## src/rtl/rssb_pkg.sv

```systemverilog
// Shared types and constants for the serial controller that sequences
// a 1-bit core through clear and shift phases.
package rssb_pkg;

    typedef enum logic [1:0] {
        IDLE  = 2'd0,
        CLR   = 2'd1,
        SHIFT = 2'd2,
        DONE  = 2'd3
    } state_t;

    localparam int WORD_W_DEFAULT = 8;

    // Phase slots within the 4-cycle period; PC_LAST ends each period.
    localparam logic [1:0] PH1_SLOT = 2'd1;
    localparam logic [1:0] PH2_SLOT = 2'd3;
    localparam logic [1:0] PC_LAST  = 2'd3;

endpackage

```

## src/rtl/rssb_phase_gen.sv

```systemverilog
// Phase counter and registered, non-overlapping ph1/ph2 pulses for the core.
module rssb_phase_gen
    import rssb_pkg::*;
(
    input  logic       clk,
    input  logic       rst,
    input  logic       run,
    output logic [1:0] pc,
    output logic       ph1,
    output logic       ph2
);

    logic [1:0] pc_next;

    assign pc_next = pc + 2'd1;

    // Pulses decode the upcoming count so they line up with pc without a comb glitch path.
    always_ff @(posedge clk or negedge rst) begin
        if (!rst) begin
            pc  <= 2'd0;
            ph1 <= 1'b0;
            ph2 <= 1'b0;
        end else if (run) begin
            pc  <= pc_next;
            ph1 <= (pc_next == PH1_SLOT);
            ph2 <= (pc_next == PH2_SLOT);
        end else begin
            pc  <= 2'd0;
            ph1 <= 1'b0;
            ph2 <= 1'b0;
        end
    end

endmodule

```

## src/rtl/rssb_serial_ctrl.sv

```systemverilog
// Serial operation controller: clears the 1-bit core, streams the operand
// LSB first, and assembles the returned bits into a result word.
module rssb_serial_ctrl
    import rssb_pkg::*;
#(
    parameter int WORD_W = WORD_W_DEFAULT
) (
    input  logic              clk,
    input  logic              rst,
    input  logic              start,
    input  logic              abort,
    input  logic [WORD_W-1:0] op_word,
    output logic              busy,
    output logic              done,
    output logic [WORD_W-1:0] res_word,
    output logic              borrow,
    output logic              cpu_ph1,
    output logic              cpu_ph2,
    output logic              cpu_rst,
    output logic              cpu_ena,
    output logic              cpu_data0,
    input  logic              cpu_result,
    input  logic              cpu_flag
);

    localparam int CNT_W = (WORD_W > 1) ? $clog2(WORD_W) : 1;

    state_t            state;
    state_t            state_next;
    logic [1:0]        pc;
    logic              run;
    logic              shift_edge;
    logic              last_bit;
    logic [CNT_W-1:0]  bit_cnt;
    logic [WORD_W-1:0] op_sr;
    logic [WORD_W-1:0] res_sr;
    logic [WORD_W-1:0] res_shift;

    assign run        = ((state == CLR) || (state == SHIFT)) && !abort;
    assign shift_edge = (state == SHIFT) && (pc == PC_LAST) && !abort;
    assign last_bit   = (bit_cnt == CNT_W'(WORD_W - 1));

    rssb_phase_gen u_phase_gen (
        .clk (clk),
        .rst (rst),
        .run (run),
        .pc  (pc),
        .ph1 (cpu_ph1),
        .ph2 (cpu_ph2)
    );

    always_ff @(posedge clk or negedge rst) begin
        if (!rst) begin
            state <= IDLE;
        end else begin
            state <= state_next;
        end
    end

    // Abort only matters while busy, so a start in IDLE always wins.
    always_comb begin
        state_next = state;
        case (state)
            IDLE:    if (start) state_next = CLR;
            CLR: begin
                if (abort)               state_next = IDLE;
                else if (pc == PC_LAST)  state_next = SHIFT;
            end
            SHIFT: begin
                if (abort)                          state_next = IDLE;
                else if ((pc == PC_LAST) && last_bit) state_next = DONE;
            end
            DONE:    state_next = IDLE;
            default: state_next = IDLE;
        endcase
    end

    always_comb begin
        busy      = (state == CLR) || (state == SHIFT);
        done      = (state == DONE);
        cpu_ena   = (state == SHIFT);
        cpu_data0 = (state == SHIFT) && op_sr[0];
    end

    // Registered so the core stays in reset through the reset release edge.
    always_ff @(posedge clk or negedge rst) begin
        if (!rst) begin
            cpu_rst <= 1'b0;
        end else begin
            cpu_rst <= (state_next != CLR);
        end
    end

    always_comb begin
        res_shift             = res_sr >> 1;
        res_shift[WORD_W-1]   = cpu_result;
    end

    // res_word and borrow only move on the final bit so partial results never escape.
    always_ff @(posedge clk or negedge rst) begin
        if (!rst) begin
            op_sr    <= '0;
            res_sr   <= '0;
            bit_cnt  <= '0;
            res_word <= '0;
            borrow   <= 1'b0;
        end else if ((state == IDLE) && start) begin
            op_sr   <= op_word;
            bit_cnt <= '0;
        end else if (shift_edge) begin
            op_sr   <= op_sr >> 1;
            res_sr  <= res_shift;
            bit_cnt <= bit_cnt + CNT_W'(1);
            if (last_bit) begin
                res_word <= res_shift;
                borrow   <= cpu_flag;
            end
        end
    end

endmodule

```

## config.mk

```make
export PLATFORM = sky130hd
export DESIGN_NAME = rssb_serial_ctrl
export DESIGN_NICKNAME = d
export VERILOG_FILES = /design/src/rtl/rssb_pkg.sv /design/src/rtl/rssb_phase_gen.sv /design/src/rtl/rssb_serial_ctrl.sv
export SDC_FILE = /design/constraint.sdc
export NUM_CORES = 1
export LEC_CHECK = 0
export BUFFER_PORTS_ARGS = -buffer_cell sky130_fd_sc_hd__buf_4
export CAP_MARGIN = 0
export CORE_MARGIN = 5
export CORE_UTILIZATION = 58
export CTS_CLUSTER_DIAMETER = 60
export DETAILED_ROUTE_END_ITERATION = 16
export PLACE_DENSITY = 0.84
export SYNTH_ARGS = -nofsm -noshare
export SYNTH_HDL_FRONTEND = slang
export SYNTH_SLANG_ARGS = --single-unit
```

## constraint.sdc

```tcl
create_clock -name clk -period 3 [get_ports clk]
set_clock_uncertainty 0.05 [all_clocks]
set_input_delay 0.9 -clock clk [delete_from_list [all_inputs] [get_ports clk]]
set_output_delay 0.9 -clock clk [all_outputs]
set_load 0.02 [all_outputs]
```

==> impl_metrics.toml <==
[clock_tree]
clockRootBuffer = "clkbuf_4"
h-tree-depth = 2
hold_buffers = 0
cts_setup_buffers = 0
numCtsBuffers = 5
cts_tree = "yes"
cts_buffer_depth = 2
clkTransAtPathRegs_ns = 0.11
clock-sinks = 34
clk_latency_ns = 0.34
cts_resized = 0

[routing]
viasPerCell = 5.070
firstDrtPassIters = 2
drt_wl_total_um = 2469
drc = 0
wl_per_cell_um = 13.27
drtIter0Drc = 24
vias = 943
ant_nets = 0

[critical_path]
worstPathArrival_ns = 1.47
path_class = "flop to primary output"
start_kind = "flop"
end_kind = "primary output"
rr_startpoint = "state[0]"
timing.critical_path.from = "state[0]"
crit_fanout = 6
required_ns = 2.05

[timing]
maxSlewViolCount = 0
grt_setup_unrepaired = "no"
hold_violations = 0
period_minus_slack_ns = 2.424
tightestPinTransition_ns = 0.5279
setup_viol = 0
finalCritPeriodShare = 0.8081
setup-tns-final_ns = 0
fmax_mhz = 412.5
maxSlewHeadroom = 0.6481

[global_routing]
overflow = 0
grt_usage = 0.1490
antenna_found_initial = 0
grt_max_degree = 35
grt_pass1_vias = 962
grt_pass1_wl_um = 4091

[placement]
place_area_sq_um = 1804
gp_congestion = 0.6955
port_buffers = 29
hpwl_um = 1875

[yosys]
ys_ff_latch = 34
synth_nets = 146
synthCells = 122
synth_warnings = 0
syn_area_sq_um = 1561
synth_seq_area_share = 0.5449
synth.avg_cell_area_sq_um = 12.80
synth_cell_types = 25

[layout]
antenna_cells = 0
n_fill_cell = 180
fin_nets = 179
final_area_sq_um = 1887
syn_to_final_growth_pct = 20.83
drive_gt1_frac = 0.3141

[floorplan]
ioPinCount = 30
core.rowCount = 18
initial_utilization = 0.6190
dieHeight_um = 61.89
fp.dieW_um = 61.89
core_sq_um = 2522
dieArea_sq_um = 3830

[run]
drv_cap = 0

[pwr]
vdd_drop_max_mv = 0.4978
leakagePower_nw = 1.044
power_density_nw_per_um2 = 616.2

[run_status]
status = "finished, final reports clean"

[worst_hold_path]
hp-class = "input pin to asynchronous set/reset pin"
Yosys cell counts:
library cell,instances,area (sq um)
a211o_1,1,8.760
a221oi_1,1,8.760
and2_1,6,37.54
buf_2,1,5.000
buf_6,1,11.26
clkbuf_1,3,11.26
dfrtp_1,34,850.8
ha_1,10,125.1
inv_1,5,18.77
mux2_1,7,78.83
mux2_4,9,135.1
mux2i_1,9,90.09
nand2_1,10,37.54
nand2b_1,1,6.260
nand3_1,1,5.000
nand3b_1,1,7.510
nor2_1,4,15.01
nor2b_1,1,6.260
o21a_1,1,7.510
o21ai_0,10,50.05
o221ai_1,1,8.760
or2_1,2,12.51
or2_2,1,6.260
or3b_1,1,8.760
xor2_1,1,8.760
sequential cells by signal, indices dropped and copies added (netlist names):
signal / flops
u_phase_gen.ph1: 1
cpu_rst: 1
res_word: 8
state: 2
res_sr: 7
bit_cnt: 3
u_phase_gen.ph2: 1
u_phase_gen.pc: 2
op_sr: 8
borrow: 1
through the flow:
| step | power, mW | setup slack (ns) | util | std cells | hold WS [ns] |
|---|---|---|---|---|---|
| 5_1_grt | 1.239 | 0.4783 | 0.7480 | 186 | 0.4345 |
| 2_1_floorplan | 0.7492 | 0.9167 | - | 122 | 0.4144 |
| 3_3_place_gp | 0.8287 | 0.6871 | 0.7153 | 178 | 0.4258 |
| 6_report | 1.163 | 0.5758 | 0.7480 | 186 | 0.4281 |
| 3_5_place_dp | 0.8468 | 0.6515 | 0.7153 | 178 | 0.4366 |
| 4_1_cts | 1.180 | 0.5552 | 0.7480 | 186 | 0.4264 |
area by class of cell:
type / instances / area, sq um / area share
clock buffer: 5 / 37.54 / 0.01989
clock inverter: 3 / 45.04 / 0.02387
inverter: 5 / 18.77 / 0.009947
multi-input combinational: 78 / 664.4 / 0.3521
sequential: 34 / 850.8 / 0.4509
tap: 30 / 37.54 / 0.01989
timing repair buffer: 31 / 232.7 / 0.1233
worst max-delay path, stage by stage, from the launching register on:
cell	delay [ns]
dfrtp_1	0.43
inv_1	0.13
ha_1	0.28
and2_1	0.17
buf_4	0.14
cells by family after synthesis:
logic type | after synthesis | share of synthesized area
AOI/OAI and AO/OA | 14 | 0.05369
xor gates and xnor gates | 1 | 0.005610
adders and majority gates | 10 | 0.08013
buffers and inverters | 10 | 0.02964
DFF | 34 | 0.5449
muxes | 25 | 0.1947
and+or+nand+nor | 28 | 0.09135
per-layer routing:
metal  vias up  GRT usage  routed length [um]
li1        479          -                   -
met1       435     0.1709                1075
met2        24     0.2436                1174
met3         5    0.07025                 183
met4         0    0.05455                  35
met5         -          0                   0
worst paths after layout:
kind	to	slack, ns	cells past startpoint
min in group clk	res_sr[1]	0.45	1
worst max-delay path	cpu_data0	0.58	4
worst min register to register	res_sr[1]	0.45	1
worst max register to register	res_word[0]	0.91	5
worst min-delay path	res_word[7]	0.43	1
max in group asynchronous	cpu_rst	2.17	1
cells in the final DEF, fill, tap and decap left out, drive strengths merged, types with 3 or more instances in the layout:
cell type,Yosys,routed
dfrtp,34,34
buf,2,31
mux2,16,16
nand2,10,10
o21ai,10,10
ha,10,10
mux2i,9,9
and2,6,6
inv,5,5
clkbuf,3,5
nor2,4,4
or2,3,3
where the power goes:
part / switching [mW] / total [mW] / internal (mW)
combinational: 0.136 / 0.251 / 0.116
sequential: 0.0449 / 0.581 / 0.536
clock: 0.155 / 0.330 / 0.175
total: 0.336 / 1.16 / 0.827
No activity file was read; power rests on OpenSTA's default activity.
